--- config.mk ---
export PLATFORM = sky130hd
export DESIGN_NAME = dist_isqrt_unit_flat
export DESIGN_NICKNAME = d
export VERILOG_FILES = /design/src/rtl/dist_isqrt_unit_if.sv /design/src/rtl/dist_isqrt_unit.sv /design/src/flat_wrapper.sv
export SDC_FILE = /design/constraint.sdc
export NUM_CORES = 2
export LEC_CHECK = 0
export BUFFER_PORTS_ARGS = -buffer_cell sky130_fd_sc_hd__buf_2
export CAP_MARGIN = 30
export CORE_MARGIN = 3
export CORE_UTILIZATION = 59
export DETAILED_ROUTE_END_ITERATION = 10
export MAX_ROUTING_LAYER = met4
export PLACE_DENSITY = 0.8
export SLEW_MARGIN = 20
export SYNTH_ARGS = -nofsm -noshare
export SYNTH_HDL_FRONTEND = slang
export SYNTH_SLANG_ARGS = --single-unit
--- constraint.sdc ---
create_clock -name clk_i -period 7.7 [get_ports clk_i]
set_clock_uncertainty 0.1 [all_clocks]
set_input_delay 0.77 -clock clk_i [delete_from_list [all_inputs] [get_ports clk_i]]
set_output_delay 0.77 -clock clk_i [all_outputs]
set_load 0.01 [all_outputs]
--- src/rtl/dist_isqrt_unit_if.sv ---
// Start/busy/done handshake and point operands for the distance engine.
// master: request side (drives start, x1..y2); slave: engine side
// (drives busy, done, res).
interface dist_isqrt_unit_if #(
   parameter int COORD_W = 16
);
   logic               start;
   logic [COORD_W-1:0] x1;
   logic [COORD_W-1:0] y1;
   logic [COORD_W-1:0] x2;
   logic [COORD_W-1:0] y2;
   logic               busy;
   logic               done;
   logic [31:0]        res;

   modport master (
      output start, x1, y1, x2, y2,
      input  busy, done, res
   );

   modport slave (
      input  start, x1, y1, x2, y2,
      output busy, done, res
   );
endinterface

--- src/rtl/dist_isqrt_unit.sv ---
// Sequential floor(sqrt((x2-x1)^2+(y2-y1)^2)), one root bit per cycle.
// Ports: clk_i, rst_i (sync, active-high), sif (slave: start/x1..y2 in,
// busy/done/res out). done is a 1-cycle pulse; res held until next done.
module dist_isqrt_unit #(
   parameter int COORD_W = 16
) (
   input logic              clk_i,
   input logic              rst_i,
   dist_isqrt_unit_if.slave sif
);
   localparam int SUM_W  = 2*COORD_W+2;
   localparam int ROOT_W = COORD_W+1;
   localparam int REM_W  = SUM_W/2+2;
   localparam int ITER_W = $clog2(ROOT_W);

   typedef enum logic [1:0] {
      ST_IDLE, ST_DIFF, ST_SQR, ST_ROOT
   } state_e;

   state_e              state_q, state_d;
   logic [COORD_W-1:0]  x1_q, y1_q, x2_q, y2_q;
   logic [COORD_W-1:0]  dx_q, dx_d, dy_q, dy_d;
   logic [SUM_W-1:0]    rad_q, rad_d;
   logic [REM_W-1:0]    rem_q, rem_d;
   logic [ROOT_W-1:0]   root_q, root_d;
   logic [ITER_W-1:0]   iter_q, iter_d;
   logic [31:0]         res_q, res_d;
   logic                done_q, done_d;

   logic [REM_W-1:0]    rem_sh;
   logic [REM_W-1:0]    trial;
   logic                ge;
   logic [ROOT_W-1:0]   root_nx;
   logic [SUM_W-1:0]    dx_e, dy_e;
   logic                accept;

   assign accept = (state_q == ST_IDLE) && sif.start;

   // One restoring step: bring down the next radicand pair and try
   // appending a 1 to the partial root.
   assign rem_sh  = {rem_q[REM_W-3:0], rad_q[SUM_W-1 -: 2]};
   assign trial   = {root_q, 2'b01};
   assign ge      = rem_sh >= trial;
   assign root_nx = {root_q[ROOT_W-2:0], ge};
   assign dx_e    = SUM_W'(dx_q);
   assign dy_e    = SUM_W'(dy_q);

   always_ff @(posedge clk_i) begin
      if (rst_i) begin
         state_q <= ST_IDLE;
         x1_q    <= '0;
         y1_q    <= '0;
         x2_q    <= '0;
         y2_q    <= '0;
         dx_q    <= '0;
         dy_q    <= '0;
         rad_q   <= '0;
         rem_q   <= '0;
         root_q  <= '0;
         iter_q  <= '0;
         res_q   <= '0;
         done_q  <= 1'b0;
      end else begin
         state_q <= state_d;
         if (accept) begin
            x1_q <= sif.x1;
            y1_q <= sif.y1;
            x2_q <= sif.x2;
            y2_q <= sif.y2;
         end
         dx_q    <= dx_d;
         dy_q    <= dy_d;
         rad_q   <= rad_d;
         rem_q   <= rem_d;
         root_q  <= root_d;
         iter_q  <= iter_d;
         res_q   <= res_d;
         done_q  <= done_d;
      end
   end

   always_comb begin
      state_d = state_q;
      unique case (state_q)
         ST_IDLE: if (sif.start) state_d = ST_DIFF;
         ST_DIFF: state_d = ST_SQR;
         ST_SQR:  state_d = ST_ROOT;
         ST_ROOT: if (iter_q == '0) state_d = ST_IDLE;
         default: state_d = ST_IDLE;
      endcase
   end

   always_comb begin
      dx_d   = dx_q;
      dy_d   = dy_q;
      rad_d  = rad_q;
      rem_d  = rem_q;
      root_d = root_q;
      iter_d = iter_q;
      res_d  = res_q;
      done_d = 1'b0;
      unique case (state_q)
         ST_DIFF: begin
            dx_d = (x2_q >= x1_q) ? x2_q - x1_q : x1_q - x2_q;
            dy_d = (y2_q >= y1_q) ? y2_q - y1_q : y1_q - y2_q;
         end
         ST_SQR: begin
            rad_d  = dx_e*dx_e + dy_e*dy_e;
            rem_d  = '0;
            root_d = '0;
            iter_d = ITER_W'(ROOT_W-1);
         end
         ST_ROOT: begin
            rad_d  = rad_q << 2;
            rem_d  = ge ? rem_sh - trial : rem_sh;
            root_d = root_nx;
            if (iter_q == '0) begin
               res_d  = 32'(root_nx);
               done_d = 1'b1;
            end else begin
               iter_d = iter_q - 1'b1;
            end
         end
         default: ;
      endcase
   end

   assign sif.busy = (state_q != ST_IDLE);
   assign sif.done = done_q;
   assign sif.res  = res_q;
endmodule
--- src/flat_wrapper.sv ---
// flat-port wrapper written by rule: the top's interface ports become plain ports
module dist_isqrt_unit_flat 
#(
   parameter int COORD_W = 16
)
  (clk_i, rst_i, sif_start, sif_x1, sif_y1, sif_x2, sif_y2, sif_busy, sif_done, sif_res);
  dist_isqrt_unit_if #(.COORD_W(COORD_W)) sif_i ();
  input logic clk_i;
  input logic rst_i;
  input wire logic [$bits(sif_i.start)-1:0] sif_start;
  input wire logic [$bits(sif_i.x1)-1:0] sif_x1;
  input wire logic [$bits(sif_i.y1)-1:0] sif_y1;
  input wire logic [$bits(sif_i.x2)-1:0] sif_x2;
  input wire logic [$bits(sif_i.y2)-1:0] sif_y2;
  output wire logic [$bits(sif_i.busy)-1:0] sif_busy;
  output wire logic [$bits(sif_i.done)-1:0] sif_done;
  output wire logic [$bits(sif_i.res)-1:0] sif_res;
  assign sif_i.start = sif_start;
  assign sif_i.x1 = sif_x1;
  assign sif_i.y1 = sif_y1;
  assign sif_i.x2 = sif_x2;
  assign sif_i.y2 = sif_y2;
  assign sif_busy = sif_i.busy;
  assign sif_done = sif_i.done;
  assign sif_res = sif_i.res;
  dist_isqrt_unit #(.COORD_W(COORD_W)) u_core (.clk_i(clk_i), .rst_i(rst_i), .sif(sif_i));
endmodule
**Yosys cells after proc, flatten, opt, wreduce, memory -nomap -nowiden**

Index checks and enable logic that the tools add are counted.
Widths: inputs -> output; s select.

- Bits in registers: 189
- Input bits: 67
- Output and inout bits: 34
- Logic and storage cells: 53

- $add $sub $neg: 7
- Multipliers: 2
- $lt $le $gt $ge: 3
- Equal/unequal tests: 6
- Multiplexer cells: 12
- Bitwise gates (word level): 1
- Reduce and logical (&&, ||, !) cells: 9

Operators by type and width:

| kind | number |
|---|---|
| $pmux 17 s2 | 2 |
| $pmux 34 s2 | 1 |
| $mul 16x16->32 | 2 |
| $sub 16x16->16 | 4 |
| $add 34x34->34 | 1 |
| $ge 16x16->1 | 2 |
| $mux 16 | 2 |
| $ge 19x19->1 | 1 |
| $mux 17 | 1 |
| $sub 17x17->17 | 1 |
| $pmux 5 s2 | 1 |
| $pmux 2 s4 | 1 |
| $reduce_and 2->1 | 3 |
| $logic_not 5->1 | 1 |
| $mux 5 | 1 |
| $sub 5x1->5 const B | 1 |
| $eq 2x2->1 const B | 2 |
| $mux 2 | 2 |
| $ne 2x2->1 const B | 2 |
| $reduce_bool 2->1 | 2 |
| $eq 2x1->1 const B | 1 |
| $logic_not 2->1 | 1 |
| $ne 2x1->1 const B | 1 |
| $reduce_or 2->1 | 1 |
| other kinds (3) | 3 |

**Depth between registers and ports, before layout**

- Depth in word-level cells: 3
- Gate-level depth with buffers: 34
- Gate-level depth less buffers: 32

**Worst setup path before layout**

Ideal clock, no wire load.

- Kind: register to register
- Start point: register u_core.dx_q[11]
- End point: register u_core.rad_q[31]
- Setup time: 138 ps
- Data arrival time: 7429 ps
- Required time: 7462 ps
- Path slack: 33 ps
- Cell stages (with the launch flop): 30
- Buffers on the path: 2
- Period minus slack after synthesis: 7667 ps
- Cell sequence: dfxtp_1 -> clkbuf_1 -> clkbuf_1 -> nand2_1 -> fa_1 -> fa_1 -> inv_1 -> fa_1 -> fa_1 -> fa_1 -> inv_1 -> fa_1 -> inv_1 -> ha_1 -> a21o_1 -> a21o_1 -> a2111oi_1 -> nor3_1 -> o41ai_4 -> o21ai_2 -> or4_1 -> nand4_1 -> ha_1 -> o21ai_0 -> nand2b_1 -> and2_1 -> a22o_1 -> a31oi_1 -> xor2_1 -> o221ai_1

- Word-level cells in the longest chain between the ends: 3

RTL lines:

| item | line | text |
|---|---|---|
| start, declared | dist_isqrt_unit.sv:22 | `logic [COORD_W-1:0] dx_q, dx_d, dy_q, dy_d;` |
| start signal, assigned | dist_isqrt_unit.sv:55 | `dx_q <= '0;` |
| start signal, assigned | dist_isqrt_unit.sv:71 | `dx_q <= dx_d;` |
| $mul 16x16->32 | dist_isqrt_unit.sv:108 | `rad_d = dx_e*dx_e + dy_e*dy_e;` |
| $add 34x34->34 | dist_isqrt_unit.sv:108 |  |
| $pmux 34 s2 | dist_isqrt_unit.sv:102 | `unique case (state_q)` |
| end signal, assigned | dist_isqrt_unit.sv:73 | `rad_q <= rad_d;` |
| end, declared | dist_isqrt_unit.sv:23 | `logic [SUM_W-1:0] rad_q, rad_d;` |

No other way between the ends.
A chain may end at the register's enable or synchronous reset.

**Worst setup path after layout**

- Start point: register u_core.dy_q[2]
- End point: register u_core.rad_q[27]

- Word-level cells in the longest chain between the ends: 3

RTL lines:

| item | line | text |
|---|---|---|
| start, declared | dist_isqrt_unit.sv:22 |  |
| start signal, assigned | dist_isqrt_unit.sv:72 | `dy_q <= dy_d;` |
| $mul 16x16->32 | dist_isqrt_unit.sv:108 |  |
| $add 34x34->34 | dist_isqrt_unit.sv:108 |  |
| $pmux 34 s2 | dist_isqrt_unit.sv:102 |  |

No other way between the ends.

==> metrics.csv <==
stage;metric;value;unit
sta;fmaxAchievable;0.132;GHz
detailed_routing;route.detailed.wl_per_inst;16.1;um
die;area_inside_the_core_boundary;45700;um2
global_route;global_route.usage.total;0.274;
detailed_routing;ant_nets;0;
sta;relSlewSlack;0.413;
layout;final_layout_size_suffix_gt1_frac;0.121;
setup_path;sort_of_element_at_the_end_of_the_critical_path;flop;
global_route;overflow;0;
sta;period_share;0.983;
logic_synthesis;synth_area;27500;um2
logic_synthesis;synth_enable_flop_cells;0;
status;run_status;finished clean;
detailed_routing;remaining_drc_errors;0;
logic_synthesis;synthMuxAreaShare;0.0177;
clocking;worstSkewPairLatency;0.49;ns
sta;grt_setup_unrepaired;yes;
sta;setup_viol;0;
die;pin_count;101;
setup_path;critical_path_required;7.98;ns
sta;timing.final.max_slew_violations;0;
setup_path;arrival_time_worst_endpoint;7.85;ns
logic_synthesis;synthAdderAreaFrac;0.385;
detailed_routing;drt-vias-per-instance;5.60;
setup_path;crit_top_cell;fa_1;
clocking;clk_path_buf_depth;2;
place;detailedPlacementHpwl;52800;um
layout;layout.cells.most_common;inv_1;
die;dieWidth;222;um
min_path;worstHoldPathType;flop to flop;
die;die_ht;222;um
logic_synthesis;synth_cells;3362;
setup_path;r2r_slack;0.13;ns
setup_path;timing.critical_path.buf_inv;4;
clocking;h-tree-depth;4;
die;rows;78;
detailed_routing;drt_iter0_drc;1643;
clocking;cts_root_buffer;clkbuf_16;
layout;area.growth.synth_to_final;10.5;%
global_route;first_global_vias;22700;
setup_path;setup.worst_path.class;flop to flop;
detailed_routing;wl;65700;um
logic_synthesis;synth-simple-area-share;0.158;
sta;final.setup.tns;0;ns
logic_synthesis;post_synth.cell_area_avg;8.18;um2
logic_synthesis;ys_seq_area_frac;0.138;
min_path;hold-path-cell-count;2;
logic_synthesis;yosys.area_share.xor_xnor;0.0404;
setup_path;critical_path.top_delay_family;adder cells;
global_route;grt_max_degree;113;
clocking;worst_setup_hold_path_clk_slew;0.08;ns
setup_path;timing.critical_path.slowest_cell_delay;0.59;ns
setup_path;startpoint_class_of_the_critical_path;flop;
sta;timing.final.crit_period;7.57;ns
sta;worst_slew_pin_slew;0.880;ns
global_route;antenna_violations_before_repair;1;
layout;commonest_cells_after_routing_fill_and_taps_aside;inv_1 (585), nand2_1 (383), fa_1 (320);
logic_synthesis;complex_gate_fraction_of_the_synthesized_area;0.156;
place;gp_congestion;0.966;
layout;fin_nets;4181;
clocking;num_clock_sinks;189;
job;cap_viol_max_count;0;
clocking;cts_tree;built;
logic_synthesis;yosys_warnings;0;
detailed_routing;detailroute.via_count;22800;
die;initial_utilization;0.602;
die;die_area;49200;um2
sta;final_hold_viol_count;0;
setup_path;worst-path-stages;27;
logic_synthesis;synth.lib_cells_used.distinct;83;
logic_synthesis;synth_top_flop_cell;dfxtp_1;
setup_path;critical_path.slowest_cell;fa_1;
clocking;ctsHoldBuffers;0;
global_route;wire_length_of_the_first_global_routing_pass;109000;um
logic_synthesis;dominant_combinational_cell_family_by_area_after_synthesis;adder cells;
logic_synthesis;asyncSetResetFlopFracSynth;0;
setup_path;reg2regPathDepth;27;
place;io_buffer_count;85;
setup_path;max_fanout_on_critical_path;4;
logic_synthesis;ys_ff_latch;189;
detailed_routing;drt_pass_1_iters;6;
clocking;numCtsBuffers;17;
## final timing paths
| kind | from | to |
|---|---|---|
| max reg2reg | u_core.dy_q[2] | u_core.rad_q[27] |
| max | u_core.dy_q[2] | u_core.rad_q[27] |
| min | u_core.sif.res[9] | u_core.sif.res[9] |
| min reg2reg | u_core.sif.res[9] | u_core.sif.res[9] |
## worst register-to-register path, stage by stage, from the launching register on
cell	delay [ns]
dfxtp_4	0.38
buf_4	0.15
and2_4	0.16
fa_1	0.51
fa_1	0.59
fa_1	0.45
fa_1	0.53
fa_1	0.54
inv_1	0.05
fa_1	0.47
inv_1	0.06
ha_4	0.21
buf_4	0.14
o21ai_1	0.09
nor2_1	0.06
a211o_1	0.32
o41ai_2	0.39
nor2b_1	0.12
nor2_2	0.17
xnor2_2	0.15
ha_1	0.30
a21o_1	0.18
a21oi_2	0.14
or3b_4	0.39
o211ai_1	0.28
nand2_1	0.13
and3_1	0.18
o31a_1	0.22
## cell type report
cell class,count,area (um2)
Fill cell,3712,15300
Multi-Input combinational cell,2439,21300
Inverter,593,2230
Tap cell,600,751
Clock inverter,15,228
Sequential cell,189,3860
Timing Repair Buffer,223,1550
Antenna cell,1,2.50
Clock buffer,17,425
## routing by layer
metal / vias up / share of wire / global-route usage
met5: - / 0 / -
met4: 0 / 0.022 / 0.0675
met3: 115 / 0.067 / 0.0548
met2: 709 / 0.47 / 0.434
met1: 10900 / 0.44 / 0.364
li1: 11100 / - / -
## per-stage QoR
stage | util | hold slack, ns | instances | area (um2) | setup WS, ns
final | 0.665 | 0.352 | 4077 | 30400 | 0.130
after global routing | 0.665 | 0.380 | 4077 | 30400 | -0.113
after CTS | 0.650 | 0.356 | 4059 | 29700 | 0.0126
after detailed placement | 0.635 | 0.344 | 4027 | 29000 | -0.0201
after global placement | 0.635 | 0.341 | 4026 | 29000 | 0.0808
after floorplan | - | 0.332 | 3376 | 27600 | 0.0329
## kinds of logic (layout without fill, tap and decap cells)
group	count (synthesis)	in the layout
flip-flops	189	189
buffers and inverters	748	848
XOR/XNOR	127	127
other	1	16
AND/OR/NAND/NOR	930	930
adder cells (fa/ha/maj)	651	651
AO/OA/AOI/OAI	668	668
multiplexers	48	48
## synth_stat cells, drive strengths merged (15+ instances only)
master,count,area (um2)
a211o,15,131
a211oi,43,340
a21o,74,556
a21oi,266,1340
a31oi,25,169
and2,107,669
buf,39,238
clkbuf,116,439
dfxtp,189,3780
fa,325,6510
ha,326,4080
inv,593,2230
mux2i,43,430
nand2,387,1450
nand2b,33,206
nand3,44,220
nand4,23,144
nor2,177,674
nor2b,35,219
nor3,52,265
o211ai,18,140
o21a,23,173
o21ai,95,483
o21bai,16,120
or3,18,113
xnor2,90,788
xor2,37,324
## sequential cells by signal (all words and copies together) (netlist names), 2 cells and up
register        flops
u_core.y2_q        16
u_core.sif.res     17
u_core.rem_q       17
u_core.dx_q        16
u_core.x2_q        16
u_core.dy_q        16
u_core.rad_q       34
u_core.y1_q        16
u_core.x1_q        16
u_core.root_q      17
u_core.iter_q       5
u_core.state_q      2
## repair_timing
item	CTS	global route
setup buffers	0	16
gates resized for setup	5	168
pin swaps	0	61
endpoints found under the setup margin	3	16
Power is left out: the tool's default activity adds up to more than one toggle a clock period on the data nets, which glitch-free logic cannot reach.
